**config.mk**
```make
export PLATFORM = sky130hd
export DESIGN_NAME = square_root_mantissa_seq
export DESIGN_NICKNAME = d
export VERILOG_FILES = /design/src/rtl/square_root_mantissa_seq.sv
export SDC_FILE = /design/constraint.sdc
export NUM_CORES = 1
export LEC_CHECK = 0
export CORE_ASPECT_RATIO = 2
export CORE_MARGIN = 1
export CORE_UTILIZATION = 51
export CTS_CLUSTER_DIAMETER = 40
export DETAILED_ROUTE_END_ITERATION = 10
export MAX_ROUTING_LAYER = met4
export PLACE_DENSITY = 0.74
export SLEW_MARGIN = 10
export SYNTH_ARGS = -nofsm -noshare
export SYNTH_HDL_FRONTEND = slang
export SYNTH_SLANG_ARGS = --single-unit
```
**constraint.sdc**
```tcl
create_clock -name clk -period 3.3 [get_ports clk]
set_input_delay 0.66 -clock clk [delete_from_list [all_inputs] [get_ports clk]]
set_output_delay 0.66 -clock clk [all_outputs]
set_load 0.01 [all_outputs]
```
**src/rtl/square_root_mantissa_seq.sv**
```systemverilog
// Iterative radix-2 restoring square root of a BINARY_SIZE-bit radicand, one root bit per clock.
// Optional round-to-nearest of the root (with exponent carry report) is enabled by macro SQRT_ROUND_EN.
module square_root_mantissa_seq #(
  parameter int MANTISSA_SIZE    = 52,
  parameter int HALF_BINARY_SIZE = MANTISSA_SIZE + 1,
  parameter int BINARY_SIZE      = 2 * HALF_BINARY_SIZE
) (
  input  logic                     clk,
  input  logic                     rst,
  input  logic                     start,
  input  logic [BINARY_SIZE-1:0]   op_a,
  output logic                     busy,
  output logic                     done,
  output logic [MANTISSA_SIZE-1:0] mantissa,
  output logic                     root_msb,
  output logic                     inexact,
  output logic                     exp_inc
);

  localparam int H = HALF_BINARY_SIZE;
`ifdef SQRT_ROUND_EN
  localparam int N_ITER = H + 1;
`else
  localparam int N_ITER = H;
`endif
  // Root holds one extra guard bit when rounding; remainder is sized so the compare never truncates.
  localparam int QW = N_ITER;
  localparam int RW = QW + 2;
  localparam int CW = $clog2(N_ITER + 1);

  generate
    if (BINARY_SIZE != 2 * HALF_BINARY_SIZE) begin : g_bad_width
      $error("square_root_mantissa_seq: BINARY_SIZE must equal 2*HALF_BINARY_SIZE");
    end
  endgenerate

  typedef enum logic [1:0] {
    S_IDLE = 2'd0,
    S_CALC = 2'd1,
    S_DONE = 2'd2
  } state_t;

  state_t                   state_q, state_d;
  logic [BINARY_SIZE-1:0]   op_q, op_d;
  logic [QW-1:0]            q_q, q_d;
  logic [RW-1:0]            r_q, r_d;
  logic [CW-1:0]            cnt_q, cnt_d;
  logic                     busy_q, busy_d;
  logic                     done_q, done_d;
  logic [MANTISSA_SIZE-1:0] mant_q, mant_d;
  logic                     msb_q, msb_d;
  logic                     inexact_q, inexact_d;
  logic                     exp_inc_q, exp_inc_d;

  logic [RW-1:0]            r_shift_s, t_s, r_iter_s;
  logic [QW-1:0]            q_iter_s;
  logic [MANTISSA_SIZE-1:0] mant_fin_s;
  logic                     msb_fin_s, inexact_fin_s, exp_inc_fin_s;
`ifdef SQRT_ROUND_EN
  logic [H:0]               root_rnd_s;
  logic                     guard_s;
`endif

  // One restoring iteration on the current root/remainder.
  always_comb begin
    r_shift_s = {r_q[RW-3:0], op_q[BINARY_SIZE-1 -: 2]};
    t_s       = {q_q, 2'b01};
    if (r_shift_s >= t_s) begin
      r_iter_s = r_shift_s - t_s;
      q_iter_s = {q_q[QW-2:0], 1'b1};
    end else begin
      r_iter_s = r_shift_s;
      q_iter_s = {q_q[QW-2:0], 1'b0};
    end
  end

  // Result formatting from the last iteration's root and remainder.
  always_comb begin
`ifdef SQRT_ROUND_EN
    guard_s       = q_iter_s[0];
    root_rnd_s    = {1'b0, q_iter_s[QW-1:1]} + {{H{1'b0}}, guard_s};
    inexact_fin_s = guard_s | (r_iter_s != {RW{1'b0}});
    exp_inc_fin_s = root_rnd_s[H];
    if (root_rnd_s[H]) begin
      mant_fin_s = {MANTISSA_SIZE{1'b0}};
      msb_fin_s  = 1'b1;
    end else begin
      mant_fin_s = root_rnd_s[MANTISSA_SIZE-1:0];
      msb_fin_s  = root_rnd_s[H-1];
    end
`else
    mant_fin_s    = q_iter_s[MANTISSA_SIZE-1:0];
    msb_fin_s     = q_iter_s[H-1];
    inexact_fin_s = (r_iter_s != {RW{1'b0}});
    exp_inc_fin_s = 1'b0;
`endif
  end

  // Next-state and datapath control.
  always_comb begin
    state_d   = state_q;
    op_d      = op_q;
    q_d       = q_q;
    r_d       = r_q;
    cnt_d     = cnt_q;
    busy_d    = busy_q;
    done_d    = 1'b0;
    mant_d    = mant_q;
    msb_d     = msb_q;
    inexact_d = inexact_q;
    exp_inc_d = exp_inc_q;
    case (state_q)
      S_IDLE, S_DONE: begin
        if (start) begin
          state_d = S_CALC;
          op_d    = op_a;
          q_d     = {QW{1'b0}};
          r_d     = {RW{1'b0}};
          cnt_d   = CW'(N_ITER);
          busy_d  = 1'b1;
        end else begin
          state_d = S_IDLE;
        end
      end
      S_CALC: begin
        op_d  = {op_q[BINARY_SIZE-3:0], 2'b00};
        q_d   = q_iter_s;
        r_d   = r_iter_s;
        cnt_d = cnt_q - CW'(1);
        if (cnt_q == CW'(1)) begin
          state_d   = S_DONE;
          busy_d    = 1'b0;
          done_d    = 1'b1;
          mant_d    = mant_fin_s;
          msb_d     = msb_fin_s;
          inexact_d = inexact_fin_s;
          exp_inc_d = exp_inc_fin_s;
        end else begin
          state_d = S_CALC;
        end
      end
      default: begin
        state_d = S_IDLE;
        busy_d  = 1'b0;
      end
    endcase
  end

  // State and output registers with synchronous reset.
  always_ff @(posedge clk) begin
    if (rst) begin
      state_q   <= S_IDLE;
      op_q      <= {BINARY_SIZE{1'b0}};
      q_q       <= {QW{1'b0}};
      r_q       <= {RW{1'b0}};
      cnt_q     <= {CW{1'b0}};
      busy_q    <= 1'b0;
      done_q    <= 1'b0;
      mant_q    <= {MANTISSA_SIZE{1'b0}};
      msb_q     <= 1'b0;
      inexact_q <= 1'b0;
      exp_inc_q <= 1'b0;
    end else begin
      state_q   <= state_d;
      op_q      <= op_d;
      q_q       <= q_d;
      r_q       <= r_d;
      cnt_q     <= cnt_d;
      busy_q    <= busy_d;
      done_q    <= done_d;
      mant_q    <= mant_d;
      msb_q     <= msb_d;
      inexact_q <= inexact_d;
      exp_inc_q <= exp_inc_d;
    end
  end

  assign busy     = busy_q;
  assign done     = done_q;
  assign mantissa = mant_q;
  assign root_msb = msb_q;
  assign inexact  = inexact_q;
  assign exp_inc  = exp_inc_q;

endmodule
```
# Word-level counts from Yosys, hierarchy flattened
# Index checks and enable logic that the tools add are counted.
dict set report classes {
  magnitude_cmp 1
  mux 17
  addsub 2
  bitwise 1
  n_eq_ne 5
  n_reduce_logical 8
}
# op n
set ops {}
lappend ops {{one-hot mux 106 bit (2 select lines)} 1}
lappend ops {{one-hot mux 53 bit (2 select lines)} 2}
lappend ops {{2-to-1 mux 106 bit} 1}
lappend ops {{2-to-1 mux 53 bit} 2}
lappend ops {{greater-or-equal comparator 55 bit} 1}
lappend ops {{2-to-1 mux 55 bit} 1}
lappend ops {{nonzero test 55 bit} 1}
lappend ops {{subtractor 55 bit} 1}
lappend ops {{one-hot mux 6 bit (2 select lines)} 1}
lappend ops {{== test 6 x 1 -> 1 bit (second input constant)} 1}
lappend ops {{2-to-1 mux 6 bit} 1}
lappend ops {{AND reduction 2 bit} 3}
lappend ops {{subtractor 6 x 1 -> 6 bit (second input constant)} 1}
lappend ops {{2-to-1 mux 1 bit} 5}
lappend ops {{inequality test 2 bit (second input constant)} 2}
lappend ops {{one-hot mux 2 bit (2 select lines)} 1}
lappend ops {{OR reduction 2 bit} 2}
lappend ops {{== test 2 x 1 -> 1 bit (second input constant)} 1}
lappend ops {{== test 2 bit (second input constant)} 1}
lappend ops {{zero test 2 bit} 1}
lappend ops {{2-to-1 mux 2 bit} 1}
lappend ops {{one-hot mux 1 bit (2 select lines)} 1}
lappend ops {{nonzero test 2 bit} 1}
lappend ops {{NOT 1 bit} 1}
dict set report totals {
  reg_bits 276
  inputBits 109
}

# Depth between registers and ports, before layout
dict set report logic_depth {
  ltp_word 4
  depth_mapped 17
}

# Worst setup path after synthesis
# OpenSTA, ideal clock, no wires.
dict set report synth_timing {
  path_type {register to register}
  from {register q_q[1]}
  to {register inexact_q, in the netlist inexact}
  required_time_ns 3.175
  arrival_ns 3.437
  path_buffers 0
  stages_incl_launch_ff 15
  synth_period_minus_slack_ns 3.562
  setup_ns 0.125
  slack_ns -0.262
  cell_sequence {dfxtp_1 > inv_1 > ha_1 > a21o_1 > a221o_1 > a21oi_2 > o21ai_2 > xor2_1 > or4_1 > a2111o_1 > nor4_2 > a41oi_1 > a2111oi_2 > and4bb_1 > a21oi_1}
}
dict set report synth_via {
  elab_chain_len 3
  elab_cells_between_ends 4
}
# item line_no
set synth_lines {}
lappend synth_lines {{start: declaration} 45} ;# logic [QW-1:0] q_q, q_d;
lappend synth_lines {{start signal: assignment} 154} ;# q_q <= {QW{1'b0}};
lappend synth_lines {{start signal: assignment} 166} ;# q_q <= q_d;
lappend synth_lines {{subtractor 55 bit or greater-or-equal comparator 55 bit (tied branches)} {69, 68}}
lappend synth_lines {{2-to-1 mux 55 bit (*)} 68} ;# if (r_shift_s >= t_s) begin
lappend synth_lines {{nonzero test 55 bit (*)} 94} ;# inexact_fin_s = (r_iter_s != {RW{1'b0}});
lappend synth_lines {{end signal: assignment} 173} ;# inexact_q <= inexact_d;
lappend synth_lines {{end: declaration} 52} ;# logic inexact_q, inexact_d;
# Every way passes the cells marked *; elsewhere a longest branch is shown, timed or not.
# A chain may end at the register's enable or synchronous reset.

# Final worst setup path
dict set report layout_timing {
  from {register q_q[7]}
  to {register inexact_q, in the netlist inexact}
}
# The elaborated chain is that of the path after synthesis.

==> run_results.csv <==
group,metric,value,unit
worst_setup_path,crit_path_max_fanout,5,
synth,ys_ff_latch,276,
global_routing,grt_pass1_vias,15516,
global_routing,grt_max_degree,135,
clock_network,cts_max_level,1,
drt,drt_iter0_markers,1048,
sta,setup_violations,1,
place,place.gp.congestion,1.02,
worst_hold_path,hold_path_class,"reg -> reg",
cells_and_area,drive_above_1_share,22.0,%
drt,avgRoutedWirePerCell,19.6,um
global_routing,grt_antenna_before_repair,0,
drt,drc,0,
cells_and_area,fillers,2099,
worst_setup_path,critPathLaunchType,"register",
drt,firstDrtPassIters,6,
sta,fin_ws,-0.318,ns
place,place_area,18400,um^2
sta,rsz0062_at_grt,"yes",
floorplan,start_util,52.2,%
floorplan,ios,166,
worst_setup_path,worst_path_max_delay_cell,"or4_1",
cells_and_area,design_area,20000,um^2
sta,skew,0.0112,ns
sta,worst_pin_slew,0.748,ns
floorplan,core_area,27100,um^2
worst_setup_path,critPathMaxStageDelay,0.52,ns
place,dpl.hpwl,36.8,mm
drt,final_antenna_net_count,0,
worst_setup_path,endpoint_kind,"register",
synth,synth_fp_nets,2035,
worst_setup_path,reg2regPathDepth,15,
synth,ys_types,68,
sta,hold_violations,0,
sta,slew_viol_final,0,
floorplan,dieHeight,238,um
drt,routed_wl,51.7,mm
sta,max_slew_margin,50.1,%
global_routing,grt_usage,36.0,%
worst_setup_path,crit_required,3.75,ns
clock_network,clk_path_buf_depth,3,
worst_hold_path,holdPathStages,2,
run,cap_violations,0,
floorplan,rows,85,
synth,synthCells,1869,
worst_setup_path,crit_start,"q_q[7]",
synth,synth_edf_count,0,
synth,avgSynthCellArea,7.57,um^2
sta,max_freq,276,MHz
global_routing,grt_overflow,0,
worst_hold_path,min-delay-start,"mantissa[14]",
synth,synth_warnings,0,
cells_and_area,area_growth,41.6,%
cells_and_area,final_nets,2437,
clock_network,cts_tree,"built",
synth,synth_area,14200,um^2
global_routing,grt_pass1_wl,78.6,mm
synth,ys.flop_type,"dfxtp_1",
clock_network,hold_buffers,0,
clock_network,cts.clk_slew.worst_paths,0.07,ns
clock_network,clock-sinks,276,
clock_network,cts_root_buffer,"clkbuf_16",
run_status,run_status,"finished, violations left",
worst_setup_path,arrival,4.06,ns
worst_setup_path,r2r-end,"inexact",
worst_hold_path,hold_end,"mantissa[14]",
place,portBuffers,164,
worst_setup_path,reg2reg_slack,-0.32,ns
worst_setup_path,criticalPathCategory,"reg -> reg",
clock_network,insertion_delay,0.56,ns
sta,post-route-period-util,110,%
floorplan,dieArea,28500,um^2
clock_network,cts_inserted_buffers,29,
worst_setup_path,reg2reg_from,"q_q[7]",
drt,vias,15631,
synth,async_flop_share,0,%
cells_and_area,diodes,0,
run_status,violations,"negative setup slack",
synth,yosysSeqAreaShare,39.0,%
sta,layout_min_cycle_time,3.62,ns
worst_setup_path,path_cells,"inv_1 > ha_1 > buf_4 > a21oi_2 > o21ai_1 > a2bb2oi_2 > nand3b_1 > xor2_1 > or4_1 > or3_1 > nor4_4 > a41oi_2 > a2111oi_2 > and4bb_1 > a21oi_1",
floorplan,die_x,120,um
drt,avgViaCountPerCell,5.92,
-- per-layer routing --
metal | up-vias | global-route usage (%) | wire length [um] | part of all wire [%]
met3 | 213 | 6.05 | 3300 | 6.4
li1 | 7377 | - | - | -
met2 | 591 | 66.0 | 27400 | 53
met4 | 0 | 21.5 | 3480 | 6.7
met1 | 7450 | 34.8 | 17600 | 34
met5 | - | - | 0 | 0
-- worst max-delay path, delay by kind of cell (launching register included) --
kind	cells	cell delay [ns]
and+or+nand+nor	5	1.50
AOI/OAI and AO/OA	6	0.93
DFF	1	0.34
adders and majority gates	1	0.32
buffers and inverters	2	0.23
xor gates and xnor gates	1	0.17
-- timing repair --
item                                    CTS  global route
setup buffers                             0            10
endpoints found under the setup margin   24            28
cloned                                    0             2
pin swaps                                 4            27
gates resized for setup                  20            81
-- kinds of logic after synthesis --
group | Yosys count | share of synthesized area (%)
simple gates | 635 | 19.1
compound gates | 630 | 27.5
flops | 276 | 39.0
buf+inv | 213 | 5.71
fa+ha+maj | 57 | 5.04
xor+xnor | 50 | 3.09
mux | 7 | 0.513
other cells | 1 | 0.0265
-- how the worst max path moves through the flow --
stage	endpoint	slack (ns)	depth (start not counted)
final	inexact	-0.32	15
after detailed placement	inexact	-0.37	16
after CTS	inexact	-0.35	15
after global placement	inexact	-0.38	16
after floorplan	r_q[52]	0.04	14
after global routing	inexact	-0.57	15
-- registers in the layout (all words and copies together) (netlist names) --
register / cells
root_msb: 1
r_q: 53
busy: 1
inexact: 1
state_q: 2
q_q: 53
op_q: 106
mantissa: 52
done: 1
cnt_q: 6
-- synth_stat cells (all sizes together), types with 6 or more instances --
library cell	number	area, um^2
a21o	14	105
a21oi	296	1490
a22oi	179	1340
a31oi	7	58.8
and3	7	43.8
buf	21	87.6
clkbuf	121	454
dfxtp	276	5530
ha	57	713
inv	71	267
nand2	346	1300
nand2b	9	56.3
nand3	13	65.1
nand4	29	181
nor2	163	612
nor3	17	85.1
nor4	15	100
o211ai	9	67.6
o21ai	68	344
o21bai	7	52.6
o31ai	6	45.0
or2	6	37.5
xnor2	30	263
xor2	20	175
-- area by class of cell --
type                            instances  area, um^2  share of cell area (%)
Inverter                               71         267                    1.33
Clock buffer                           33         761                    3.80
Tap cell                              348         435                    2.17
Clock inverter                         20         307                    1.53
Sequential cell                       276        5540                    27.6
Multi-Input combinational cell       1380        8320                    41.5
Timing Repair Buffer                  513        4420                    22.1
-- placed cells by master, fill, tap and decap left out, drive strengths merged, types with 5 or more instances in the layout --
cell type / n
mux2i: 5
buf: 347
a21o: 14
and3: 7
xnor2: 30
a21oi: 296
clkinv: 10
o21bai: 7
nor3: 17
o31ai: 6
or4: 5
clkbuf: 36
o21ai: 68
or3: 5
a22oi: 179
bufinv: 5
and2: 5
nand4: 29
nor4: 15
nor2: 163
ha: 57
nor2b: 5
xor2: 20
nand2: 346
dfxtp: 276
o21a: 5
or2: 6
clkdlybuf4s50: 163
o211ai: 9
nand3: 13
a31oi: 7
inv: 75
nand2b: 9
a41oi: 5
-- through the flow --
stage                     worst slack, ns  utilization, %  std cells  setup TNS, ns  hold WS (ns)
after global placement             -0.383            67.9       2577          -2.71         0.442
after global routing               -0.572            73.9       2641          -1.32         0.471
after detailed placement           -0.369            67.9       2577          -2.63         0.446
after CTS                          -0.348            72.1       2630         -0.348         0.455
after floorplan                    0.0376               -       1869              0         0.437
final                              -0.318            73.9       2641         -0.318         0.454
Power is left out: the tool's default activity adds up to more than one toggle a clock period on the data nets, which glitch-free logic cannot reach.
